File: src/rtl/csa_pkg.sv
// Shared helpers for csa_pipe_adder: clog2, parameter legality and derived sizes.
package csa_pkg;

   function automatic int unsigned csa_clog2(input int unsigned v);
      int unsigned r;
      int unsigned x;
      r = 0;
      x = (v > 0) ? v - 1 : 0;
      while (x > 0) begin
         r++;
         x = x >> 1;
      end
      return r;
   endfunction

   function automatic bit csa_params_ok(input int unsigned w, input int unsigned blk,
                                        input int unsigned bps);
      return (blk >= 2) && (bps >= 1) && (w > 0) && ((w % (blk * bps)) == 0);
   endfunction

   // Derived sizes fall back to 1 on illegal parameters so elaboration reaches the check.
   function automatic int unsigned csa_nblk(input int unsigned w, input int unsigned blk);
      return (blk >= 2) ? w / blk : 1;
   endfunction

   function automatic int unsigned csa_lat(input int unsigned w, input int unsigned blk,
                                           input int unsigned bps);
      return csa_params_ok(w, blk, bps) ? csa_nblk(w, blk) / bps : 1;
   endfunction

   function automatic int unsigned csa_skw(input int unsigned w, input int unsigned blk);
      return csa_clog2(csa_nblk(w, blk) + 1);
   endfunction

endpackage

File: src/rtl/csa_skip_block.sv
// One carry-skip block: BLK-bit ripple adder whose carry-out bypasses the
// ripple chain when every bit propagates.
module csa_skip_block #(
   parameter int unsigned BLK = 4
) (
   input  logic [BLK-1:0] a,
   input  logic [BLK-1:0] b,
   input  logic           cin,
   output logic [BLK-1:0] sum,
   output logic           cout
);

   logic [BLK:0]   rc;
   logic [BLK-1:0] prop;
   logic           p;

   assign prop = a ^ b;
   assign p    = &prop;

   always_comb begin
      sum   = '0;
      rc    = '0;
      rc[0] = cin;
      for (int i = 0; i < int'(BLK); i++) begin
         sum[i]  = prop[i] ^ rc[i];
         rc[i+1] = (a[i] & b[i]) | (rc[i] & prop[i]);
      end
   end

   assign cout = p ? cin : rc[BLK];

endmodule

File: src/rtl/csa_pipe_adder.sv
// Pipelined carry-skip adder/subtractor with valid/ready handshake on both sides.
// Define CSA_SKIP_STATS_EN to add the skip_cnt/stats_clr statistics ports.
module csa_pipe_adder
   import csa_pkg::*;
#(
   parameter int unsigned WIDTH          = 32,
   parameter int unsigned BLK            = 4,
   parameter int unsigned BLKS_PER_STAGE = 2
) (
   input  logic             clk,
   input  logic             rst,
   input  logic             in_valid,
   output logic             in_ready,
   input  logic [WIDTH-1:0] a,
   input  logic [WIDTH-1:0] b,
   input  logic             cin,
   input  logic             sub,
   output logic             out_valid,
   input  logic             out_ready,
   output logic [WIDTH-1:0] sum,
   output logic             cout,
   output logic             ovf
`ifdef CSA_SKIP_STATS_EN
   ,
   output logic [31:0]      skip_cnt,
   input  logic             stats_clr
`endif
);

   localparam int unsigned LAT = csa_lat(WIDTH, BLK, BLKS_PER_STAGE);
   localparam int unsigned SW  = BLK * BLKS_PER_STAGE;
`ifdef CSA_SKIP_STATS_EN
   localparam int unsigned SKW = csa_skw(WIDTH, BLK);
`endif

   if (!csa_params_ok(WIDTH, BLK, BLKS_PER_STAGE)) begin : g_bad_params
      $error("csa_pipe_adder: WIDTH must be a multiple of BLK*BLKS_PER_STAGE and BLK >= 2");
   end

   logic             en;
   logic [WIDTH-1:0] b_eff;
   logic             c0;

   // Whole pipe advances together; it only stalls when a result is waiting.
   assign en       = out_ready | ~out_valid;
   assign in_ready = en;
   assign b_eff    = b ^ {WIDTH{sub}};
   assign c0       = cin ^ sub;

   for (genvar k = 0; k < int'(LAT); k++) begin : g_stg
      localparam int unsigned LO = k * SW;
      localparam int unsigned HI = LO + SW;

      // Unresolved operand bits entering this stage; bit 0 is stage bit LO.
      logic [WIDTH-LO-1:0]   a_in;
      logic [WIDTH-LO-1:0]   b_in;
      logic [SW-1:0]         a_s;
      logic [SW-1:0]         b_s;
      logic [SW-1:0]         sum_s;
      logic [HI-1:0]         sum_d;
      logic [BLKS_PER_STAGE:0] cy;
      logic                  vld_s;
      logic                  vld_q;
      logic                  cy_q;
      logic [HI-1:0]         sum_q;
`ifdef CSA_SKIP_STATS_EN
      logic [SKW-1:0]        skc_in;
      logic [SKW-1:0]        skc_d;
      logic [SKW-1:0]        skc_q;
`endif

      if (k == 0) begin : g_first
         assign a_in  = a;
         assign b_in  = b_eff;
         assign cy[0] = c0;
         assign vld_s = in_valid;
         assign sum_d = sum_s;
`ifdef CSA_SKIP_STATS_EN
         assign skc_in = '0;
`endif
      end else begin : g_next
         assign a_in  = g_stg[k-1].g_up.a_up_q;
         assign b_in  = g_stg[k-1].g_up.b_up_q;
         assign cy[0] = g_stg[k-1].cy_q;
         assign vld_s = g_stg[k-1].vld_q;
         assign sum_d = {sum_s, g_stg[k-1].sum_q};
`ifdef CSA_SKIP_STATS_EN
         assign skc_in = g_stg[k-1].skc_q;
`endif
      end

      assign a_s = a_in[SW-1:0];
      assign b_s = b_in[SW-1:0];

      for (genvar j = 0; j < int'(BLKS_PER_STAGE); j++) begin : g_blk
         csa_skip_block #(
            .BLK(BLK)
         ) u_blk (
            .a   (a_s[j*BLK +: BLK]),
            .b   (b_s[j*BLK +: BLK]),
            .cin (cy[j]),
            .sum (sum_s[j*BLK +: BLK]),
            .cout(cy[j+1])
         );
      end

      always_ff @(posedge clk) begin
         if (rst) begin
            vld_q <= 1'b0;
            cy_q  <= 1'b0;
            sum_q <= '0;
         end else if (en) begin
            vld_q <= vld_s;
            cy_q  <= cy[BLKS_PER_STAGE];
            sum_q <= sum_d;
         end
      end

      // Upper operand bits skew forward to the stage that resolves them.
      if (k < int'(LAT) - 1) begin : g_up
         logic [WIDTH-HI-1:0] a_up_q;
         logic [WIDTH-HI-1:0] b_up_q;

         always_ff @(posedge clk) begin
            if (rst) begin
               a_up_q <= '0;
               b_up_q <= '0;
            end else if (en) begin
               a_up_q <= a_in[WIDTH-LO-1:SW];
               b_up_q <= b_in[WIDTH-LO-1:SW];
            end
         end
      end else begin : g_last
         logic c_msb;
         logic ovf_q;

         // Carry into the MSB recovered from the MSB sum bit.
         assign c_msb = sum_s[SW-1] ^ a_s[SW-1] ^ b_s[SW-1];

         always_ff @(posedge clk) begin
            if (rst) begin
               ovf_q <= 1'b0;
            end else if (en) begin
               ovf_q <= c_msb ^ cy[BLKS_PER_STAGE];
            end
         end
      end

`ifdef CSA_SKIP_STATS_EN
      always_comb begin
         skc_d = skc_in;
         for (int j = 0; j < int'(BLKS_PER_STAGE); j++) begin
            skc_d = skc_d + SKW'(&(a_s[j*BLK +: BLK] ^ b_s[j*BLK +: BLK]));
         end
      end

      always_ff @(posedge clk) begin
         if (rst) begin
            skc_q <= '0;
         end else if (en) begin
            skc_q <= skc_d;
         end
      end
`endif
   end

   assign out_valid = g_stg[LAT-1].vld_q;
   assign sum       = g_stg[LAT-1].sum_q;
   assign cout      = g_stg[LAT-1].cy_q;
   assign ovf       = g_stg[LAT-1].g_last.ovf_q;

`ifdef CSA_SKIP_STATS_EN
   logic [32:0] skip_sum;

   assign skip_sum = 33'(skip_cnt) + 33'(g_stg[LAT-1].skc_q);

   // Saturating accumulate on each handed-off result; clear wins over increment.
   always_ff @(posedge clk) begin
      if (rst || stats_clr) begin
         skip_cnt <= '0;
      end else if (out_valid && out_ready) begin
         skip_cnt <= skip_sum[32] ? 32'hFFFF_FFFF : skip_sum[31:0];
      end
   end
`endif

endmodule

File: config.mk
export PLATFORM = sky130hd
export DESIGN_NAME = csa_pipe_adder
export DESIGN_NICKNAME = d
export VERILOG_FILES = /design/src/rtl/csa_pkg.sv /design/src/rtl/csa_skip_block.sv /design/src/rtl/csa_pipe_adder.sv
export SDC_FILE = /design/constraint.sdc
export NUM_CORES = 1
export LEC_CHECK = 0
export CAP_MARGIN = 20
export CORE_ASPECT_RATIO = 0.75
export CORE_MARGIN = 2
export CORE_UTILIZATION = 35
export CTS_BUF_LIST = sky130_fd_sc_hd__clkbuf_2
export DETAILED_ROUTE_END_ITERATION = 6
export PLACE_DENSITY = 0.52
export SLEW_MARGIN = 0
export SYNTH_ARGS = -nofsm -noshare
export SYNTH_HDL_FRONTEND = slang
export SYNTH_HIERARCHICAL = 1
export SYNTH_SLANG_ARGS = --single-unit
File: constraint.sdc
create_clock -name clk -period 6.1 [get_ports clk]
set_input_delay 1.83 -clock clk [delete_from_list [all_inputs] [get_ports clk]]
set_output_delay 1.83 -clock clk [all_outputs]
set_load 0.005 [all_outputs]
Word level (Yosys, flattened, before mapping)
Cells that the tools add are included.

cells by class
  reduce and logical (&&, ||, !) cells = 8
  multiplexer cells = 8
  bitwise gates (word level) = 143

operator list
  cell                 count
  AND 1 bit            64
  XOR 1 bit            36
  bitwise OR 1 bit     33
  AND reduction 4 bit  8
  XOR 32 bit           1
  XOR 4 bit            8
  two-way mux 1 bit    8
  inverter 1 bit       1

word-level totals
  register bits = 185
  logic and storage cells = 178
  output and inout bits = 36
  input bits = 70

Longest topological paths before layout
Gate-level depths: netlist of the first run.

  depth after elaboration = 20
  gate-level depth with buffers = 21
  depth with buffers taken out = 19

Cells and area by module
The synthesis of the first run kept the hierarchy.

modules (own cells, without submodules)
  module          instances  area each (um2)  seq. area each (um2)  cells an instance
  csa_pipe_adder  1          6876.6           3703.6                818
  csa_skip_block  8          183.9            0.0                   20

Worst setup path before layout of the first run
Ideal clock, no wire load.

  path type = input to register
  from = input port sub
  to = register g_stg[0].sum_q[7]
  data arrival time = 5186 ps
  setup slack = 782 ps
  cell stages on the path = 21
  required time = 5968 ps
  library setup time = 132 ps
  path buffers = 2
  cell sequence = buf_4 > buf_4 > xor2_1 > fa_1 > inv_1 > fa_1 > inv_1 > fa_1 > inv_1 > fa_1 > mux2i_1 > fa_1 > inv_1 > fa_1 > inv_1 > fa_1 > inv_1 > fa_1 > inv_1 > nand2_1 > a21oi_1

on the way
  word-level cells in the longest chain between the ends = 18
  elaborated cells on any way between the ends = 28
  classes of those cells = mux (1); bitwise (26); reduce/logical (1)

RTL lines
  element                      line                   RTL
  start: declaration           csa_pipe_adder.sv:17   input logic sub,
  XOR 32 bit *                 csa_pipe_adder.sv:47   assign b_eff = b ^ {WIDTH{sub}};
  named net b_eff[0]           csa_pipe_adder.sv:41   logic [WIDTH-1:0] b_eff;
  XOR 4 bit                    csa_skip_block.sv:17   assign prop = a ^ b;
  AND 1 bit                    csa_skip_block.sv:26   rc[i+1] = (a[i] & b[i]) | (rc[i] & prop[i]);
  bitwise OR 1 bit             csa_skip_block.sv:26
  AND 1 bit                    csa_skip_block.sv:26
  bitwise OR 1 bit             csa_skip_block.sv:26
  AND 1 bit                    csa_skip_block.sv:26
  (+4 left out)                -
  named net g_stg[0].cy[1]     csa_pipe_adder.sv:61   logic [BLKS_PER_STAGE:0] cy;
  AND 1 bit *                  csa_skip_block.sv:26
  bitwise OR 1 bit *           csa_skip_block.sv:26
  AND 1 bit *                  csa_skip_block.sv:26
  bitwise OR 1 bit *           csa_skip_block.sv:26
  AND 1 bit *                  csa_skip_block.sv:26
  bitwise OR 1 bit *           csa_skip_block.sv:26
  XOR 1 bit *                  csa_skip_block.sv:25   sum[i] = prop[i] ^ rc[i];
  named net g_stg[0].sum_d[7]  csa_pipe_adder.sv:60   logic [HI-1:0] sum_d;
  end signal: assignment       csa_pipe_adder.sv:115  sum_q <= sum_d;
  end: declaration             csa_pipe_adder.sv:65   logic [HI-1:0] sum_q;

The timed path passes the listed nets; every way through them passes the cells marked *.
A chain may end at the register's enable or synchronous reset.

Final worst setup path of the first run
  from = input port b[0]
  to = register g_stg[0].cy_q

on the way
  word-level cells in the longest chain between the ends = 20
  elaborated cells on any way between the ends = 22
  classes of those cells = mux (2); bitwise (19); reduce/logical (1)

RTL lines
  element                   line                   RTL
  start: declaration        csa_pipe_adder.sv:15   input logic [WIDTH-1:0] b,
  XOR 32 bit *              csa_pipe_adder.sv:47
  named net b_eff[0]        csa_pipe_adder.sv:41
  XOR 4 bit                 csa_skip_block.sv:17
  AND 1 bit                 csa_skip_block.sv:26
  bitwise OR 1 bit          csa_skip_block.sv:26
  AND 1 bit                 csa_skip_block.sv:26
  bitwise OR 1 bit          csa_skip_block.sv:26
  AND 1 bit                 csa_skip_block.sv:26
  (+4 left out)             -
  named net g_stg[0].cy[1]  csa_pipe_adder.sv:61
  (+2 left out)             -
  AND 1 bit                 csa_skip_block.sv:26
  bitwise OR 1 bit          csa_skip_block.sv:26
  AND 1 bit                 csa_skip_block.sv:26
  bitwise OR 1 bit          csa_skip_block.sv:26
  AND 1 bit                 csa_skip_block.sv:26
  bitwise OR 1 bit          csa_skip_block.sv:26
  two-way mux 1 bit *       csa_skip_block.sv:30   assign cout = p ? cin : rc[BLK];
  named net g_stg[0].cy[2]  csa_pipe_adder.sv:61
  end signal: assignment    csa_pipe_adder.sv:114  cy_q <= cy[BLKS_PER_STAGE];
  end: declaration          csa_pipe_adder.sv:64   logic cy_q;

Marks and branches as above.

==> impl_results.md, run 1 <==
* CP most frequent cell: fa_1
* Count of final hold-check violations at 0
* CP max stage cell: clkdlybuf4s50_1
* FF+latch count, synth at 185
* WP buf/inv at 7
* Layout area overhead at 15.99%
* Cts repair resizes at 0
* CP endpoint kind: flop
* Avg WL per Cell at 13.15 microns
* Setup TNS at 0 ns
* Period Utilization, post-route at 0.8202
* GPL Wtd Cong at 0.7627
* Clk pwr share at 0.284
* Fillers at 2442
* Worst-path cell chain: clkdlybuf4s50_1 > xor2_1 > fa_1 > inv_1 > fa_1 > inv_1 > fa_1 > inv_1 > fa_1 > mux2i_1 > fa_1 > inv_1 > fa_1 > inv_1 > fa_1 > inv_1 > fa_1 > mux2i_1 > nand2_1 > a21oi_1
* Hold-fix buffers, CTS at 0
* Status: finished, final reports clean
* Yosys warnings at 6
* Hold Crit Depth at 2
* Rows at 48
* Clock buffer depth at 2
* Worst min-delay path class: reg2reg
* Post-synth ARST share at 0
* Critical path peak fanout at 2
* Primary FF master, synth: dfxtp_1
* Slew margin rel. at 0.3567
* Via count at roughly 6000
* Arr. time, crit path at 5.71 ns
* DRT iter0 DRCs at approximately 400
* First-pass GRT wire length at 28840 microns
* Avg Synthesized Cell Area at between 8 and 9 sq um
* Die Y at 137.8 microns
* DRC Markers at 0
* Sequential share of power at 0.581
* Fmax at 199.9 MHz
* P per Cell Area at about 240 mW/mm^2
* Critical Path Max Stage Delay at approximately 0.48 ns
* H-tree levels at 4
* R2R depth at 19
* Mapped Area at 0.008348 sq mm
* Initial antenna violation count at 2
* Critical path class: in2reg
* Largest net degree at the start of global routing at 210
* Maximum vdd drop at about 0.11 mV
* CP startpoint kind: input port
* Largest area contributor in the netlist: dfxtp_1
* Syn_nets at 1112
* Die X-Extent at 182.3 microns
* CTS root buf: clkbuf_2
* Layout cells sized above 1 at 0.06351
* Sw Share at 0.3104
* Min Tclk post-route at 5.003 ns
* Psw at 720.0 uW
* Post-Syn Instances at 978
* Netlist cell types at 20
* Crit-path leading delay family: adder cells
* Gr usage total at 0.1453
* Routed WL at 17830 microns
* Seq/Total Area, Yosys at 0.4436
* Port bufs at 105
* Gate power share at 0.135
* Worst path depth at 20
* Footprint of the multi-input gates at 0.003904 sq mm
* Fin util at 0.4166
* Hpwl dp at 11610 microns
* Post-synth EDFFs at 0
* Total die area at 0.02512 sq mm
* Vias per Instance at 4.431
* Top-count cell post-synth: nand2_1
* # nets final at 1176
* Worst Skew at 0.06702 ns
* Req. time, crit path at 6.80 ns
* Final setup violation count at 0
* Top post-synthesis cells by area: dfxtp_1, nand2_1, a21oi_1, fa_1, ha_1
* Yosys top cell area share at 0.4436
* Cts bufs inserted at 17
* Final Max Tran Viols at 0
* Worst-path clk slew at 0.36 ns
* Final global-route overflow total at 0
* Number of max-cap violations at 0
* Clk sinks at 185
* Worst-Margin Slew at between 0.9 and 1 ns
* Post-synth top cells: nand2_1, dfxtp_1, a21oi_1
* TritonCTS clock tree: built
* P_leak at 0.003915 uW
* Post-CTS setup buffer count at 0
* Register area at 0.003704 sq mm
* Pre-antenna DRT Iters at 4
* Core footprint at 0.02324 sq mm
* Number of global-route vias before repair at 5493
* Final ANT Viol Nets at 0
* Pint at 1600 uW
* Initial Utilization at 0.3592
* RSZ-0062 raised after global routing: no
* I/O pins at 106
* Worst-skew pair later-pin latency at 0.78 ns
final timing paths:
| check | startpoint | to | slack, ns |
|---|---|---|---|
| setup reg to reg | g_stg[2].cy_q | ovf | 1.98 |
| hold reg to reg | g_stg[2].sum_q[13] | sum[13] | 0.44 |
| setup / recovery | b[0] | g_stg[0].cy_q | 1.10 |
| hold / removal | g_stg[2].sum_q[13] | sum[13] | 0.44 |
area by class of cell:
cell class,count,area share
Multi-Input combinational cell,646,0.4032
Clock inverter,15,0.02055
Timing Repair Buffer,111,0.1141
Tap cell,300,0.03876
Sequential cell,185,0.3825
Inverter,81,0.03192
Antenna cell,1,0.0002584
Clock buffer,17,0.008787
cells by family (layout without fill, tap and decap cells):
logic type	count (synthesis)	after routing	share of synthesized area
AOI/OAI and AO/OA	184	184	0.1328
xor gates and xnor gates	36	36	0.03777
adders and majority gates	64	64	0.1247
buffers and inverters	147	224	0.08873
DFF	185	185	0.4436
muxes	8	8	0.009593
other	0	1	0
and+or+nand+nor	354	354	0.1628
state kept, by name, indices dropped and copies added, names as in the netlist:
name	count
cout	1
g_stg.cy_q	3
g_stg.g_up.a_up_q	48
g_stg.g_up.b_up_q	48
g_stg.sum_q	48
g_stg.vld_q	3
out_valid	1
ovf	1
sum	32
power by group through the flow:
stage | Clock [uW] | Combinational (uW) | Sequential [uW]
final | 659 | 312 | 1350
after global routing | 736 | 357 | 1360
after CTS | 694 | 317 | 1350
after detailed placement | 0 | 313 | 1370
after global placement | 0 | 313 | 1370
after floorplan | 0 | 199 | 1360
worst reg2reg max path: cells and delay by family (launching register included):
| kind | cells | cell delay [ns] |
|---|---|---|
| buf+inv | 6 | 0.36 |
| mux | 2 | 0.49 |
| fa+ha+maj | 8 | 2.19 |
| flops | 1 | 0.48 |
| compound gates | 1 | 0.11 |
| xor+xnor | 2 | 0.40 |
per-stage QoR:
step	instances	worst slack, ns	hold slack, ns	power, uW	area [sq um]
6_report	1356	1.097	0.4393	2320	9683
4_1_cts	1355	1.186	0.4371	2362	9681
5_1_grt	1356	0.8840	0.4586	2456	9683
2_1_floorplan	978	0.7817	0.4321	1555	8348
3_3_place_gp	1323	0.3574	0.4381	1683	9397
3_5_place_dp	1323	0.3650	0.4433	1685	9397
cell usage in the layout, fill, tap and decap left out, drive strengths merged:
| cell | Yosys | layout |
|---|---|---|
| a211oi | 25 | 25 |
| a21oi | 159 | 159 |
| buf | 49 | 8 |
| clkbuf | 17 | 17 |
| clkdlybuf4s50 | 0 | 103 |
| clkinv | 0 | 10 |
| dfxtp | 185 | 185 |
| diode | 0 | 1 |
| fa | 32 | 32 |
| ha | 32 | 32 |
| inv | 81 | 86 |
| mux2i | 8 | 8 |
| nand2 | 318 | 318 |
| nand4 | 8 | 8 |
| nor2 | 27 | 27 |
| nor2b | 1 | 1 |
| xnor2 | 25 | 25 |
| xor2 | 11 | 11 |
routing by layer:
layer  vias to the layer above  GRT usage  part of all wire
met3                        13    0.03569             0.038
met4                         2    0.04077             0.012
li1                       3199          -                 -
met2                        93     0.1881              0.37
met5                         -          0           0.00084
met1                      2701     0.2308              0.58
Power figures use the tool's default switching activity.
==> run 2, diff against run 1 <==
--- a/config.mk
+++ b/config.mk
@@ -11,7 +11,7 @@
 export CORE_UTILIZATION = 35
 export CTS_BUF_LIST = sky130_fd_sc_hd__clkbuf_2
 export DETAILED_ROUTE_END_ITERATION = 6
-export PLACE_DENSITY = 0.52
+export PLACE_DENSITY = 0.54
 export SLEW_MARGIN = 0
 export SYNTH_ARGS = -nofsm -noshare
 export SYNTH_HDL_FRONTEND = slang
==> constraint.sdc (replaced) <==
create_clock -name clk -period 4.5 [get_ports clk]
set_input_delay 1.35 -clock clk [delete_from_list [all_inputs] [get_ports clk]]
set_output_delay 1.35 -clock clk [all_outputs]
set_load 0.005 [all_outputs]
==> run 2 against run 1 <==
Effect of this change:
- register-to-register slack worse by 1.5 ns
- total power is 38% higher
- final area is 1.6% higher
- combinational power rose by 44%
- via count is 0.55% higher
- critical path type unchanged
- critical endpoint unchanged
- clock skew decreased by 0.011 ns
- critical path depth decreased by 1
- worst hold slack got worse by 0.025 ns
==> impl_results.md, run 2 (synthesis results as in run 1) <==
* Total die area at 0.02512 sq mm (unchanged)
* Req. time, crit path at 5.21 ns (was 6.80 ns)
* Worst-path cell chain: clkdlybuf4s50_1 > xor2_1 > inv_1 > fa_2 > inv_1 > fa_2 > inv_1 > fa_2 > mux2i_4 > fa_2 > inv_1 > fa_2 > inv_2 > fa_2 > inv_1 > fa_1 > mux2i_1 > nand2_1 > a21oi_2 (was clkdlybuf4s50_1 > xor2_1 > fa_1 > inv_1 > fa_1 > inv_1 > fa_1 > inv_1 > fa_1 > mux2i_1 > fa_1 > inv_1 > fa_1 > inv_1 > fa_1 > inv_1 > fa_1 > mux2i_1 > nand2_1 > a21oi_1)
* Worst-path clk slew at 0.38 ns (was 0.36 ns)
* Min Tclk post-route at 4.205 ns
* Core footprint at 0.02324 sq mm (unchanged)
* Worst min-delay path class: reg2reg (unchanged)
* Arr. time, crit path at 4.92 ns (was 5.71 ns)
* CP endpoint kind: flop (unchanged)
* RSZ-0062 raised after global routing: no (unchanged)
* Commonest non-fill, non-tap cells in the layout: nand2_1, dfxtp_1, a21oi_1, clkdlybuf4s50_1, inv_1 (unchanged)
* Fin util at 0.4234 (was 0.4166)
* Number of max-cap violations at 0 (unchanged)
* Overall power at 3193 uW (was 2320 uW)
* Clk sinks at 185 (unchanged)
* Largest regs: g_stg.g_up.a_up_q x48, g_stg.g_up.b_up_q x48, g_stg.sum_q x48 (unchanged)
* Critical R2R Launch: g_stg[2].cy_q (unchanged)
* Met1 Use GR at 0.2273 (was 0.2308)
* Non-filler cells, final at 1366 (was 1356)
* Critical path peak fanout at 2 (unchanged)
* Clock buffer depth at 2 (unchanged)
* Rows at 48 (unchanged)
* Final global-route overflow total at 0 (unchanged)
* Commonest non-fill, non-tap cell in the layout: nand2_1 (unchanged)
* Worst Skew at 0.05570 ns (was 0.06702 ns)
* Fillers at 2413 (was 2442)
* P per Cell Area at 324.5 mW/mm^2 (was 239.6 mW/mm^2)
* Status: finished, final reports clean (unchanged)
* Largest net degree at the start of global routing at 210 (unchanged)
* Initial Utilization at 0.3592 (unchanged)
* Pre-antenna DRT Iters at 7 (was 4)
* Number of global-route vias before repair at 5549 (was 5493)
* Critical path origin: b[1] (was b[0])
* First-pass GRT wire length at 28890 microns (was 28840 microns)
* Critical Path Max Stage Delay at 0.47 ns (was 0.48 ns)
* Final ANT Viol Nets at 0 (unchanged)
* CP most frequent cell: fa_2 (was fa_1)
* Worst hold path startpoint: g_stg[1].sum_q[4] (was g_stg[2].sum_q[13])
* Maximum vdd drop at 0.1673 mV (was 0.1057 mV)
* Count of final hold-check violations at 0 (unchanged)
* Period Utilization, post-route at 0.9343
* Die Y at 137.8 microns (unchanged)
* GRT Max-Usage Layer: met1 (unchanged)
* CP startpoint kind: input port (unchanged)
* Critical path class: in2reg (unchanged)
* # nets final at 1186 (was 1176)
* Register area at 0.003704 sq mm (unchanged)
* Worst reg2reg setup slack at 0.50 ns (was 1.98 ns)
* Initial antenna violation count at 2 (unchanged)
* Final Cell Area at 0.009841 sq mm (was 0.009683 sq mm)
* DRT iter0 DRCs at 377 (was 403)
* Hold Worst Slack at 0.4141 ns (was 0.4393 ns)
* Routed WL at 17650 microns (was 17830 microns)
* Final Max Tran Viols at 0 (unchanged)
* Placed Area at 0.009524 sq mm (was 0.009397 sq mm)
* Avg WL per Cell at 12.92 microns (was 13.15 microns)
* Layout cells sized above 1 at 0.08357 (was 0.06351)
* Layout area overhead at 17.88% (was 15.99%)
* Fmax at 237.8 MHz
* Cells after DPL at 1332 (was 1323)
* Slew margin rel. at 0.3047 (was 0.3567)
* Final setup violation count at 0 (unchanged)
* GPL Wtd Cong at 0.7841 (was 0.7627)
* Met3 Use GR at 0.03727 (was 0.03569)
* H-tree levels at 4 (unchanged)
* Hpwl dp at 11770 microns (was 11610 microns)
* TritonCTS clock tree: built (unchanged)
* DRC Markers at 0 (unchanged)
* Vias per Instance at 4.422 (was 4.431)
* CP max stage cell: clkdlybuf4s50_1 (unchanged)
* Via count at 6041 (was 6008)
* Gr usage total at 0.1447 (was 0.1453)
* Worst-skew pair later-pin latency at 0.80 ns (was 0.78 ns)
* Die X-Extent at 182.3 microns (unchanged)
* CTS root buf: clkbuf_2 (unchanged)
* Cts bufs inserted at 17 (unchanged)
* Worst-Margin Slew at 1.043 ns (was 0.9649 ns)
* Met2 usage at 0.1949 (was 0.1881)
* Port bufs at 105 (unchanged)
* P_leak at 0.003982 uW (was 0.003915 uW)
* Footprint of the multi-input gates at 0.003964 sq mm (was 0.003904 sq mm)
* I/O pins at 106 (unchanged)
-- run 2: cell types whose count changed in the layout (fill, tap and decap cells not counted), sizes merged --
cell           before  now
clkinv             10    6
dlymetal6s2s        0    2
clkdlybuf4s50     103  101
inv                86   90
buf                 8   18
-- run 2: cell type report --
class / count / share of cell area
diodes: 1 / 0.0002543
clock buffers: 17 / 0.008646
clock inverters: 15 / 0.02072
inverters: 81 / 0.03140
multi-input cells: 646 / 0.4028
flip-flops and latches: 185 / 0.3764
well taps: 300 / 0.03814
repair buffers: 121 / 0.1217
-- run 2: per-stage QoR --
step | worst slack, ns | TNS [ns]
global placement | -0.7115 | -1.971
finish | 0.2955 | 0
detailed placement | -0.7844 | -2.146
CTS | 0.06244 | 0
global route | 0.1085 | 0
floorplan | -0.2252 | -0.3870
-- run 2: path summary, 6_finish.rpt --
check / endpoint / depth (start not counted)
max: g_stg[0].cy_q / 19
max reg2reg: ovf / 19
min: g_stg[2].sum_q[4] / 2
min reg2reg: g_stg[2].sum_q[4] / 2
-- run 2: report_power, final --
group / switching [uW] / internal [uW]
logic: 224 / 224
registers: 70.2 / 1760
clock network: 703 / 215
-- run 2: critical path, delay by kind of cell --
| kind | cells | cell delay, ns |
|---|---|---|
| adder cells (fa/ha/maj) | 7 | 1.94 |
| buffers and inverters | 7 | 0.84 |
| XOR/XNOR | 1 | 0.19 |
| AND/OR/NAND/NOR | 1 | 0.09 |
| AO/OA/AOI/OAI | 1 | 0.17 |
| multiplexers | 2 | 0.35 |
-- run 2: repair_timing --
action / in CTS / in global routing
hold buffers: 0 / 0
resized for setup: 0 / 4
buffers inserted: 0 / 1
setup endpoints to repair: 0 / 2
endpoints found under the hold margin: 0 / 0
-- run 2: metal layers --
metal	share of wire	vias up
met5	0	-
met4	0.0057	0
met3	0.044	7
met2	0.38	93
met1	0.57	2727
li1	-	3214
==> run 3, diff against run 2 <==
--- a/config.mk
+++ b/config.mk
@@ -8,10 +8,10 @@
 export CAP_MARGIN = 20
 export CORE_ASPECT_RATIO = 0.75
 export CORE_MARGIN = 2
-export CORE_UTILIZATION = 35
+export CORE_UTILIZATION = 52
 export CTS_BUF_LIST = sky130_fd_sc_hd__clkbuf_2
 export DETAILED_ROUTE_END_ITERATION = 6
-export PLACE_DENSITY = 0.54
+export PLACE_DENSITY = 0.76
 export SLEW_MARGIN = 0
 export SYNTH_ARGS = -nofsm -noshare
 export SYNTH_HDL_FRONTEND = slang
==> run 3 against run 2 <==
Effect of this change:
- highest routed layer unchanged
- count of clock-buffer cells in the layout did not move
- first-iteration DRC count unchanged
- via count is 0.81% higher
- critical endpoint unchanged
- clock skew fell by 0.030 ns
==> impl_results.md, run 3 (synthesis results as in run 1) <==
* Status: finished, final reports clean (unchanged)
* Critical R2R Launch: g_stg[2].cy_q (unchanged)
* Layout cells sized above 1 at 0.07743 (was 0.08357)
* Die Y at 113.7 microns (was 137.8 microns)
* Min-Delay Endpoint: g_stg[2].sum_q[15] (was g_stg[2].sum_q[4])
* RSZ-0062 raised after global routing: no (unchanged)
* Worst-path cell chain: clkdlybuf4s50_1 > fa_2 > inv_1 > fa_2 > inv_2 > fa_2 > inv_1 > fa_2 > mux2i_4 > fa_2 > inv_1 > fa_2 > inv_2 > fa_2 > inv_1 > fa_1 > mux2i_1 > nand2_1 > a21oi_2 (was clkdlybuf4s50_1 > xor2_1 > inv_1 > fa_2 > inv_1 > fa_2 > inv_1 > fa_2 > mux2i_4 > fa_2 > inv_1 > fa_2 > inv_2 > fa_2 > inv_1 > fa_1 > mux2i_1 > nand2_1 > a21oi_2)
* Core footprint at 0.01587 sq mm (was 0.02324 sq mm)
* P per Cell Area at 319.7 mW/mm^2 (was 324.5 mW/mm^2)
* Avg WL per Cell at 12.77 microns (was 12.92 microns)
* Psw at 852.8 uW (was 997.0 uW)
* Largest regs: g_stg.g_up.a_up_q x48, g_stg.g_up.b_up_q x48, g_stg.sum_q x48 (unchanged)
* Worst-path clk slew at 0.25 ns (was 0.38 ns)
* Gate power share at 0.140 (about the same)
* P_leak at 0.003928 uW (was 0.003982 uW)
* Via count at 6090 (was 6041)
* I/O pins at 106 (unchanged)
* Setup TNS at 0 ns (unchanged)
* Commonest non-fill, non-tap cell in the layout: nand2_1 (unchanged)
* Critical path origin: a[0] (was b[1])
* Post-CTS setup buffer count at 0 (unchanged)
* Clk pwr share at 0.267 (was 0.287)
* Fmax at 238.1 MHz (was 237.8 MHz)
* Rows at 40 (was 48)
* Largest net degree at the start of global routing at 210 (unchanged)
* Pint at 2228 uW (was 2196 uW)
* Arr. time, crit path at 4.91 ns (was 4.92 ns)
* Worst min-delay path class: reg2reg (unchanged)
* Worst Skew at 0.02556 ns (was 0.05570 ns)
* DRT iter0 DRCs at 377 (unchanged)
* Layout area overhead at 15.44% (was 17.88%)
* Pre-antenna DRT Iters at 6 (was 7)
* Total die area at 0.01709 sq mm (was 0.02512 sq mm)
* Clock buffer depth at 2 (unchanged)
* Clk sinks at 185 (unchanged)
* Fillers at 1429 (was 2413)
* Slew margin rel. at 0.4147 (was 0.3047)
* Critical path class: in2reg (unchanged)
* Number of global-route vias before repair at 5573 (was 5549)
* Maximum vdd drop at 0.2113 mV (was 0.1673 mV)
* Hpwl dp at 10940 microns (was 11770 microns)
* Sw Share at 0.2768 (was 0.3123)
* H-tree levels at 4 (unchanged)
* DRC Markers at 0 (unchanged)
* Reg-to-Reg End: ovf (unchanged)
* CP endpoint kind: flop (unchanged)
* Hold Worst Slack at 0.4530 ns (was 0.4141 ns)
* Worst-Margin Slew at 0.8779 ns (was 1.043 ns)
* Final ANT Viol Nets at 0 (unchanged)
* CP max stage cell: clkdlybuf4s50_1 (unchanged)
* Final setup violation count at 0 (unchanged)
* Critical Path Max Stage Delay at 0.50 ns (was 0.47 ns)
* Number of max-cap violations at 0 (unchanged)
* CP most frequent cell: fa_2 (unchanged)
* Initial Utilization at 0.5262 (was 0.3592)
* Hold Crit Depth at 2 (unchanged)
* Worst reg2reg setup slack at 0.54 ns (was 0.50 ns)
* Cts bufs inserted at 17 (unchanged)
* Sequential share of power at 0.593 (was 0.573)
* Initial antenna violation count at 0 (was 2)
* # nets final at 1181 (was 1186)
* Final global-route overflow total at 0 (unchanged)
* Port bufs at 105 (unchanged)
* Period Utilization, post-route at 0.9335 (was 0.9343)
* Critical path peak fanout at 2 (unchanged)
* Commonest non-fill, non-tap cells in the layout: nand2_1, dfxtp_1, a21oi_1, clkdlybuf4s50_1, inv_1 (unchanged)
* CP startpoint kind: input port (unchanged)
* Gr usage total at 0.1969 (was 0.1447)
* Vias per Instance at 4.795 (was 4.422)
* TritonCTS clock tree: built (unchanged)
* Min Tclk post-route at 4.201 ns (was 4.205 ns)
* Req. time, crit path at 5.21 ns (about the same)
* GPL Wtd Cong at 0.8261 (was 0.7841)
* Worst-skew pair later-pin latency at 0.77 ns (was 0.80 ns)
* Die X-Extent at 150.3 microns (was 182.3 microns)
* R2R depth at 19 (unchanged)
* Count of final hold-check violations at 0 (unchanged)
* Worst hold path startpoint: g_stg[1].sum_q[15] (was g_stg[1].sum_q[4])
* CTS root buf: clkbuf_2 (unchanged)
* Final Max Tran Viols at 0 (unchanged)
* Routed WL at 16210 microns (was 17650 microns)
* First-pass GRT wire length at 26830 microns (was 28890 microns)
run 3: metrics by stage:
stage	util	setup slack [ns]	total power (uW)	cells	cell area [sq um]
final	0.6074	0.2994	3081	1270	9637
after floorplan	-	-0.2252	2116	978	8416
after CTS	0.6067	0.07251	3111	1269	9625
after detailed placement	0.5913	-0.8593	2286	1238	9382
after global routing	0.6073	0.2143	3244	1269	9634
after global placement	0.5913	-0.6987	2272	1238	9382
run 3: area by class of cell:
cell class	instances	area, sq um	area share
Clock buffer	17	85.08	0.008829
Tap cell	210	262.8	0.02727
Antenna cell	1	2.502	0.0002597
Inverter	81	309.0	0.03207
Multi-Input combinational cell	646	3964	0.4113
Sequential cell	185	3704	0.3843
Timing Repair Buffer	116	1160	0.1204
Clock inverter	14	150.1	0.01558
run 3: power groups by stage:
stage	combinational (uW)	clock, uW	sequential [uW]
after global placement	414	0	1860
after detailed placement	426	0	1860
after CTS	433	849	1830
after floorplan	278	0	1840
after global routing	488	912	1840
final	431	822	1830
run 3: worst max-delay path: cells and delay by family:
kind / cells / cell delay (ns)
AOI/OAI and AO/OA: 1 / 0.16
adders and majority gates: 8 / 2.14
buffers and inverters: 7 / 0.83
muxes: 2 / 0.34
and+or+nand+nor: 1 / 0.08
run 3: layer usage:
layer	global-route usage	routed length [microns]	share of wire
met5	0	0	0
met4	0.04906	137	0.0085
met3	0.04880	863	0.053
met2	0.2748	6781	0.42
met1	0.3033	8430	0.52
run 3: repair_timing:
| action | in CTS | in global routing |
|---|---|---|
| pin swaps | 0 | 4 |
| hold buffers | 0 | 0 |
| resized for setup | 1 | 4 |
| endpoints found under the setup margin | 1 | 2 |
run 3: worst max-delay path by stage:
stage          slack [ns]                 to  cells after the start
2_1_floorplan       -0.23  g_stg[0].sum_q[7]                     21
3_3_place_gp        -0.70  g_stg[0].sum_q[7]                     20
3_5_place_dp        -0.86      g_stg[0].cy_q                     20
4_1_cts              0.07  g_stg[0].sum_q[7]                     20
5_1_grt              0.21      g_stg[0].cy_q                     19
6_report             0.30      g_stg[0].cy_q                     19
